===== src/rtl/sc_randreg_bank_pkg.sv =====
// rtl/sc_randreg_bank_pkg.sv - shared FSM states, LFSR tap table and clog2 helper
package sc_randreg_bank_pkg;

   typedef enum logic [1:0] {
      IDLE     = 2'd0,
      LOAD     = 2'd1,
      CLEAR    = 2'd2,
      WAIT_REL = 2'd3
   } state_e;

   // Fibonacci feedback masks for maximal-length sequences, indexed by width
   localparam logic [15:0] LFSR_TAPS [4:16] = '{
      16'h000C, 16'h0014, 16'h0030, 16'h0060, 16'h00B8, 16'h0110, 16'h0240,
      16'h0500, 16'h0829, 16'h100D, 16'h2015, 16'h6000, 16'hD008
   };

   function automatic int clog2(input int value);
      int r;
      r = 0;
      while ((1 << r) < value) begin
         r = r + 1;
      end
      return r;
   endfunction

endpackage


===== src/rtl/sc_randreg_lfsr.sv =====
// rtl/sc_randreg_lfsr.sv - free-running maximal-length Fibonacci LFSR with zero-state recovery
module sc_randreg_lfsr
   import sc_randreg_bank_pkg::*;
#(
   parameter int               WIDTH = 8,
   parameter logic [WIDTH-1:0] SEED  = WIDTH'(1)
) (
   input  logic             clk,
   input  logic             rst,
   output logic [WIDTH-1:0] lfsr_o
);

   localparam logic [15:0]      TAP_ROW = LFSR_TAPS[WIDTH];
   localparam logic [WIDTH-1:0] TAPS    = TAP_ROW[WIDTH-1:0];

   logic [WIDTH-1:0] lfsr_q;
   logic [WIDTH-1:0] lfsr_d;

   always_comb begin
      lfsr_d = {lfsr_q[WIDTH-2:0], ^(lfsr_q & TAPS)};
      if (lfsr_q == '0) begin
         lfsr_d = SEED;
      end
   end

   always_ff @(posedge clk) begin
      if (rst) begin
         lfsr_q <= SEED;
      end else begin
         lfsr_q <= lfsr_d;
      end
   end

   assign lfsr_o = lfsr_q;

endmodule


===== src/rtl/sc_randreg_bank.sv =====
// rtl/sc_randreg_bank.sv - button-driven register bank loaded from a data bus or an LFSR
module sc_randreg_bank
   import sc_randreg_bank_pkg::*;
#(
   parameter int                       DATAWIDTH_BUS = 8,
   parameter int                       DEPTH         = 4,
   parameter int                       WRAP_MODE     = 0,
   parameter logic [DATAWIDTH_BUS-1:0] LFSR_SEED     = DATAWIDTH_BUS'(1)
) (
   input  logic                         SC_RANDREG_BANK_CLOCK_50,
   input  logic                         SC_RANDREG_BANK_RESET_InHigh,
   input  logic                         SC_RANDREG_BANK_clear_InLow,
   input  logic                         SC_RANDREG_BANK_load_InLow,
   input  logic                         SC_RANDREG_BANK_mode_In,
   input  logic [DATAWIDTH_BUS-1:0]     SC_RANDREG_BANK_data_InBUS,
   input  logic [clog2(DEPTH)-1:0]      SC_RANDREG_BANK_rdaddr_InBUS,
   output logic [DATAWIDTH_BUS-1:0]     SC_RANDREG_BANK_data_OutBUS,
   output logic [clog2(DEPTH):0]        SC_RANDREG_BANK_count_OutBUS,
   output logic                         SC_RANDREG_BANK_full_Out,
   output logic                         SC_RANDREG_BANK_overflow_Out,
   output logic                         SC_RANDREG_BANK_ack_Out
);

   localparam int AW = clog2(DEPTH);
   localparam int CW = AW + 1;

   logic                     clk;
   logic                     rst;
   logic [DATAWIDTH_BUS-1:0] lfsr_value;
   logic [DATAWIDTH_BUS-1:0] src;
   logic                     full;

   state_e                   state_q, state_d;
   logic [DATAWIDTH_BUS-1:0] regs_q [DEPTH];
   logic [DATAWIDTH_BUS-1:0] regs_d [DEPTH];
   logic [AW-1:0]            wr_ptr_q, wr_ptr_d;
   logic [CW-1:0]            count_q, count_d;
   logic                     overflow_q, overflow_d;
   logic                     ack_q, ack_d;
   logic [DATAWIDTH_BUS-1:0] data_out_q, data_out_d;

   assign clk = SC_RANDREG_BANK_CLOCK_50;
   assign rst = SC_RANDREG_BANK_RESET_InHigh;

   sc_randreg_lfsr #(
      .WIDTH (DATAWIDTH_BUS),
      .SEED  (LFSR_SEED)
   ) u_lfsr (
      .clk    (clk),
      .rst    (rst),
      .lfsr_o (lfsr_value)
   );

   assign full = (count_q == CW'(DEPTH));
   assign src  = SC_RANDREG_BANK_mode_In ? lfsr_value : SC_RANDREG_BANK_data_InBUS;

   always_comb begin
      state_d    = state_q;
      regs_d     = regs_q;
      wr_ptr_d   = wr_ptr_q;
      count_d    = count_q;
      overflow_d = overflow_q;
      ack_d      = 1'b0;
      data_out_d = regs_q[SC_RANDREG_BANK_rdaddr_InBUS];

      case (state_q)
         IDLE: begin
            // clear wins over a simultaneous load
            if (!SC_RANDREG_BANK_clear_InLow) begin
               state_d = CLEAR;
            end else if (!SC_RANDREG_BANK_load_InLow) begin
               if (!full || (WRAP_MODE != 0)) begin
                  state_d = LOAD;
               end else begin
                  state_d    = WAIT_REL;
                  overflow_d = 1'b1;
               end
            end
         end
         LOAD: begin
            regs_d[wr_ptr_q] = src;
            wr_ptr_d         = wr_ptr_q + 1'b1;
            if (!full) begin
               count_d = count_q + 1'b1;
            end
            ack_d   = 1'b1;
            state_d = WAIT_REL;
         end
         CLEAR: begin
            for (int i = 0; i < DEPTH; i++) begin
               regs_d[i] = '0;
            end
            wr_ptr_d   = '0;
            count_d    = '0;
            overflow_d = 1'b0;
            ack_d      = 1'b1;
            state_d    = WAIT_REL;
         end
         WAIT_REL: begin
            if (SC_RANDREG_BANK_clear_InLow && SC_RANDREG_BANK_load_InLow) begin
               state_d = IDLE;
            end
         end
         default: state_d = IDLE;
      endcase
   end

   always_ff @(posedge clk) begin
      if (rst) begin
         state_q <= IDLE;
         for (int i = 0; i < DEPTH; i++) begin
            regs_q[i] <= '0;
         end
         wr_ptr_q   <= '0;
         count_q    <= '0;
         overflow_q <= 1'b0;
         ack_q      <= 1'b0;
         data_out_q <= '0;
      end else begin
         state_q    <= state_d;
         regs_q     <= regs_d;
         wr_ptr_q   <= wr_ptr_d;
         count_q    <= count_d;
         overflow_q <= overflow_d;
         ack_q      <= ack_d;
         data_out_q <= data_out_d;
      end
   end

   assign SC_RANDREG_BANK_data_OutBUS  = data_out_q;
   assign SC_RANDREG_BANK_count_OutBUS = count_q;
   assign SC_RANDREG_BANK_full_Out     = full;
   assign SC_RANDREG_BANK_overflow_Out = overflow_q;
   assign SC_RANDREG_BANK_ack_Out      = ack_q;

endmodule


===== config.mk =====
export PLATFORM = sky130hd
export DESIGN_NAME = sc_randreg_bank
export DESIGN_NICKNAME = d
export VERILOG_FILES = /design/src/rtl/sc_randreg_bank_pkg.sv /design/src/rtl/sc_randreg_lfsr.sv /design/src/rtl/sc_randreg_bank.sv
export SDC_FILE = /design/constraint.sdc
export NUM_CORES = 1
export LEC_CHECK = 0
export ABC_AREA = 1
export BUFFER_PORTS_ARGS = -buffer_cell sky130_fd_sc_hd__buf_2
export CORE_UTILIZATION = 55
export CTS_CLUSTER_DIAMETER = 60
export DETAILED_ROUTE_END_ITERATION = 7
export PLACE_DENSITY_LB_ADDON = 0.08
export SLEW_MARGIN = 25
export SYNTH_ARGS = -nofsm -noshare
export SYNTH_HDL_FRONTEND = slang
export SYNTH_HIERARCHICAL = 1
export SYNTH_SLANG_ARGS = --single-unit

===== constraint.sdc =====
create_clock -name SC_RANDREG_BANK_CLOCK_50 -period 1.8 [get_ports SC_RANDREG_BANK_CLOCK_50]
set_input_delay 0.45 -clock SC_RANDREG_BANK_CLOCK_50 [delete_from_list [all_inputs] [get_ports SC_RANDREG_BANK_CLOCK_50]]
set_output_delay 0.45 -clock SC_RANDREG_BANK_CLOCK_50 [all_outputs]
set_load 0.005 [all_outputs]

### Yosys cells after proc, flatten, opt, wreduce, memory -nomap -nowiden

Cells that the tools add are included.

| cells by class | value |
|---|---|
| add/subtract/negate cells | 2 |
| bitwise logic cells | 2 |
| $lt $le $gt $ge | 3 |
| equal/unequal tests | 10 |
| reductions and logical operators | 12 |
| muxes and demuxes | 21 |

Operators by type and width:

| operator | number |
|---|---|
| $pmux 32 s2 | 1 |
| $bwmux 32 | 1 |
| $mux 8 | 4 |
| $bmux 8 s2 | 1 |
| $demux 8 s2 | 1 |
| $ne 2x2->1 const B | 5 |
| $logic_not 8->1 | 1 |
| $mux 2 | 4 |
| $reduce_xor 8->1 | 1 |
| $ge 3x3->1 const B | 2 |
| $not 2->3 | 2 |
| $pmux 2 s3 | 1 |
| $pmux 3 s2 | 1 |
| $eq 2x2->1 const B | 2 |
| $mux 1 | 4 |
| $pmux 2 s2 | 1 |
| $reduce_and 2->1 | 2 |
| $reduce_and 4->1 | 1 |
| $reduce_bool 2->1 | 2 |
| $reduce_or 2->1 | 2 |
| $add 3x1->3 const B | 1 |
| $eq 3x3->1 const B | 1 |
| $lt 3x1->1 const B | 1 |
| $mux 3 | 1 |
| 6 further kinds | 7 |

| storage, ports and cells | value |
|---|---|
| output and inout port bits | 14 |
| flip-flop bits (word level) | 57 |
| input port bits | 15 |

### Depth between registers and ports, before layout

| depth | value |
|---|---|
| word-level depth | 7 |
| mapped depth | 9 |

### By module

Netlist, hierarchy kept.

Modules (own cells, without submodules):

| module | area an instance (um^2) | instances | cells each |
|---|---|---|---|
| sc_randreg_bank | 2388.5 | 1 | 332 |
| sc_randreg_lfsr | 306.5 | 1 | 40 |

### Least setup slack after synthesis

OpenSTA, ideal clock, no wires.

| path | value |
|---|---|
| path type | reg-to-reg |
| start point | reg state_q[0] |
| end point | reg state_q[1] |
| data required time | 1.686 ns |
| slack | 0.356 ns |
| data arrival time | 1.330 ns |
| cell stages (with the launch flop) | 7 |
| library setup time | 0.114 ns |
| cells stage by stage | dfxtp_1 inv_1 ha_1 buf_6 or2_2 a21oi_1 nor2_1 |

| between the ends | value |
|---|---|
| word-level cells in the longest chain between the ends | 3 |
| elaborated cells on any way between the ends | 9 |
| those cells by class | eq/ne: 5; mux: 1; reduce/logical: 3 |

Ends and longest elaborated chain:

| what | line | source |
|---|---|---|
| from (decl) | sc_randreg_bank.sv:33 | `state_e state_q, state_d;` |
| from (signal assigned) | sc_randreg_bank.sv:120 | `state_q <= state_d;` |
| $eq 2x1->1, or another cell as far along | sc_randreg_bank.sv:66 | `case (state_q)` |
| $reduce_or 2->1 (no source line), or another cell as far along | -- |  |
| $pmux 2 s3 / $reduce_and 2->1 (equally long branches) | -- |  |

Parallel ways exist; a longest one is shown, timed or not.
A chain may end at the register's enable or synchronous reset.

### Worst setup path after layout

| path | value |
|---|---|
| start point | reg count_q[0] (netlist: SC_RANDREG_BANK_count_OutBUS[0]) |
| end point | out SC_RANDREG_BANK_full_Out |

| between the ends | value |
|---|---|
| word-level cells in the longest chain between the ends | 1 |

Ends and longest elaborated chain:

| what | line | source |
|---|---|---|
| from (decl) | sc_randreg_bank.sv:37 | `logic [CW-1:0] count_q, count_d;` |
| from (signal assigned) | sc_randreg_bank.sv:123 | `count_q <= count_d;` |
| $eq 3x3->1 | sc_randreg_bank.sv:54 | `assign full = (count_q == CW'(DEPTH));` |
| to (decl) | sc_randreg_bank.sv:19 | `output logic SC_RANDREG_BANK_full_Out,` |

Every way passes these cells.

==> results.md <==
Global routing:
- The number of antenna violations at the first check in global routing is 0.
- The remaining global-route overflow is 0.
- For this run, the total global-route usage over all layers was measured as 0.252.
- Entering global routing, the biggest net connects 35 pins.
- The global-route wire length before repair is 9860 um.
- The via count of the first global-routing pass is 2,140.

Placement:
- The final estimated routing congestion in global placement is 0.828.
- During placement, the flow inserted port buffers numbering 28.
- The half-perimeter wire length after detailed placement is 4330 um.

Synth:
- The proportion of synthesized flip-flops having asynchronous set or reset is 0.
- The post-synthesis instance area is approximately 2700 sq um.
- In the synthesized netlist, the number of instances is 372.
- Dividing the synthesized area by the synthesized cell count gives approximately 7.2 sq um.
- The net count after synthesis is 400.
- The number of synthesis warnings is 6.
- The sequential element share of the synthesized area is 0.423.
- The most common flop cell mapped by yosys is sky130_fd_sc_hd__dfxtp_1.
- The post-synthesis cell type count is 24.
- The post-synthesis register bit count is 57.
- The synthesized design contains 0 enable-type register cells.

Critical path:
- The kind of cell adding the most delay to the critical path is flip-flops.
- Walking the worst path, the cells encountered are inv_1 > ha_1 > nand2_1 > inv_1 > buf_2.
- The slowest library cell on the worst path is sky130_fd_sc_hd__dfxtp_1.
- The data arrival time of the critical path is 1290 ps.
- The most numerous cell type found on the critical path is sky130_fd_sc_hd__inv_1.
- STA classifies the critical path endpoint as an output port.
- The endpoint of the worst register-to-register path is regs_q[4].
- The buffer and inverter count on the worst path is 3.
- The type of origin of the critical path is a flop.
- The startpoint identified for the worst register-to-register timing path is state_q[0].
- The critical path runs through a total of 5 cells.
- The worst setup slack for register-to-register paths is 190 ps.
- The maximum fanout along the worst path is 5.
- The type of the worst setup path is reg -> out.
- For the worst setup path, the data required time is around 1400 ps.
- For this run, the slowest stage of the critical path takes about 400 ps.
- For the worst flop-to-flop path, the logic depth is 7.

Floorplanning:
- The initial standard-cell utilization of the core is 0.571.
- In this run the count of I/O pins placed on the die edge is 29.
- Row generation in the floorplan step produced 25 rows.
- In this run the vertical extent of the chip is 72 um.
- The region available for standard cell placement spans about 4700 sq um.
- The overall die area is 5180 sq um.
- The horizontal die dimension is between 70 and 80 um.

STA:
- Of the available clock period, the critical path in the final layout requires 0.964.
- The post-route worst hold slack is 345 ps.
- The worst pin sits at a relative slew slack of 0.679.
- The total count of max-transition violations in the final report is 0.
- The maximum achievable frequency is about 580 MHz.
- The setup clock skew after layout is 5.21 ps.
- The number of failing setup endpoints in the final timing report is 0.
- The time the final worst path needs with I/O delays and setup is around 1700 ps.
- In the final timing run, aggregate negative setup slack is 0 ps.
- The number of hold violations in the final report is 0.
- The actual transition at the worst max-transition pin is between 400 and 500 ps.
- Setup repair after global routing left no endpoint under its margin.

Clocking:
- The post-cts repair resize count is 0.
- Counting every sink on the clock net gives 57.
- The clock transition time at the flip-flop clock pins of the worst setup and hold paths is 70 ps.
- In this run the post-CTS setup repair buffer count came out at 0.
- For the worst-skew pair, the clock arrives at the later sink with an insertion delay of 330 ps.
- The H-tree depth reported by CTS is 3.
- In this run, post-CTS hold repair placed 0 buffers.
- The total CTS buffers is 9.
- The tree is rooted in a sky130_fd_sc_hd__clkbuf_8.
- The longest clock path from root to sink contains 2 buffers.
- TritonCTS built the clock tree.

Final layout:
- At the end of the flow the core is filled with cells to 0.645.
- The count of antenna diodes in the layout is 0.
- Relative to the synthesized area, the layout overhead comes to 13.0%.
- The library cells used most frequently in the layout, excluding fill and tap cells, are 106 x sky130_fd_sc_hd__nand2_1, 57 x sky130_fd_sc_hd__dfxtp_1, 48 x sky130_fd_sc_hd__nor2_1, 36 x sky130_fd_sc_hd__a21oi_1, 31 x sky130_fd_sc_hd__inv_1.
- The number of nets at the end of the flow is 429.
- Of the cells placed in the final design, the portion with a size suffix greater than 1 is 0.165.
- The most common cell after layout, fill and taps aside is sky130_fd_sc_hd__nand2_1.

Route:
- The detailed router placed 2,399 vias in this run.
- Before antenna repair, the detailed router went through 4 iterations.
- The number of nets with antenna violations after detailed routing is 0.
- For this block, the initial DRC count from the detailed router was 206.
- The post-detailed-route wirelength per cell is 12.9 um.
- The post-detailed-routing wire length is 6080 um.
- The remaining routing DRC violations is 0.
- The number of vias per cell is 5.07.

Hold path:
- The startpoint of the lowest-slack hold path is SC_RANDREG_BANK_RESET_InHigh.
- The tightest min-delay check is of the in -> reg type.
- The path with the worst hold slack has its endpoint at SC_RANDREG_BANK_count_OutBUS[1].
- The number of stages on the worst hold path is 2.

Run status:
- The flow ran to the end, and the final reports show no timing, DRC or antenna violations.

Power and ir drop:
- For this design the static power due to leakage is 0.00139 uW.
- IR analysis of the VDD net gives a maximum drop of 0.000856 V.
- The total power density per cell area is 1380 nW/um^2.
- The total power after layout is 4200 uW.

Flow run:
- The number of max-capacitance violations reported is 0.
## cells in the mapped netlist, types with 2 or more instances
library cell	n	area [sq um]
sky130_fd_sc_hd__a21oi_1	36	180
sky130_fd_sc_hd__buf_2	5	25.0
sky130_fd_sc_hd__buf_4	2	15.0
sky130_fd_sc_hd__buf_6	2	22.5
sky130_fd_sc_hd__clkbuf_1	4	15.0
sky130_fd_sc_hd__dfxtp_1	57	1140
sky130_fd_sc_hd__ha_1	13	163
sky130_fd_sc_hd__inv_1	31	116
sky130_fd_sc_hd__inv_2	3	11.3
sky130_fd_sc_hd__nand2_1	106	398
sky130_fd_sc_hd__nand2_2	2	12.5
sky130_fd_sc_hd__nand3_1	18	90.1
sky130_fd_sc_hd__nand4_1	7	43.8
sky130_fd_sc_hd__nor2_1	48	180
sky130_fd_sc_hd__nor2_2	3	18.8
sky130_fd_sc_hd__nor2_8	3	60.1
sky130_fd_sc_hd__o21ai_0	21	105
sky130_fd_sc_hd__o21ai_1	2	10.0
sky130_fd_sc_hd__o21ai_2	4	35.0
## power by group
group	switching (uW)	internal [uW]
clock network	523	566
registers	98.7	1420
logic	1080	512
## flip-flops by register name (all words and copies together), names as in the netlist
register and count:
SC_RANDREG_BANK_ack_Out 1, SC_RANDREG_BANK_count_OutBUS 3, SC_RANDREG_BANK_data_OutBUS 8, SC_RANDREG_BANK_overflow_Out 1
regs_q 32, state_q 2, u_lfsr/lfsr_o 8, wr_ptr_q 2
## per-stage QoR
stage	instances	setup slack, ps	instance area [sq um]
6_report	473	64.2	3050
5_1_grt	473	0.569	3050
4_1_cts	473	52.3	3050
3_5_place_dp	457	236	2860
3_3_place_gp	457	313	2860
2_1_floorplan	372	356	2700
## worst max path at each step
stage	from	end	slack, ps
after floorplan	state_q[0]	state_q[1]	360
after global placement	state_q[0]	regs_q[9]	310
after CTS	SC_RANDREG_BANK_count_OutBUS[0]	SC_RANDREG_BANK_full_Out	50
after detailed placement	state_q[0]	regs_q[25]	240
after global routing	SC_RANDREG_BANK_count_OutBUS[0]	SC_RANDREG_BANK_full_Out	0.6
final	SC_RANDREG_BANK_count_OutBUS[0]	SC_RANDREG_BANK_full_Out	60
## layer usage
metal  routed length [um]  share of wire  GRT usage
met1                 2720           0.45      0.311
met2                 2890           0.47      0.412
met3                  314          0.052     0.0542
met4                  163          0.027      0.139
met5                    0              0          0
## final cells by class
class	instances	area (sq um)
clock buffer	11	151
clock inverter	5	30.0
fill	410	1680
inverter	35	134
multi-input combinational	267	1340
sequential	57	1140
tap	67	83.8
timing repair buffer	31	163
## kinds of logic (layout without fill, tap and decap cells)
kind of cell	count (synthesis)	count (layout)	share of synthesized area
compound gates	64	64	0.126
fa+ha+maj	13	13	0.0604
buf+inv	48	82	0.0785
flops	57	57	0.423
simple gates	190	190	0.312
Power figures use the tool's default switching activity.
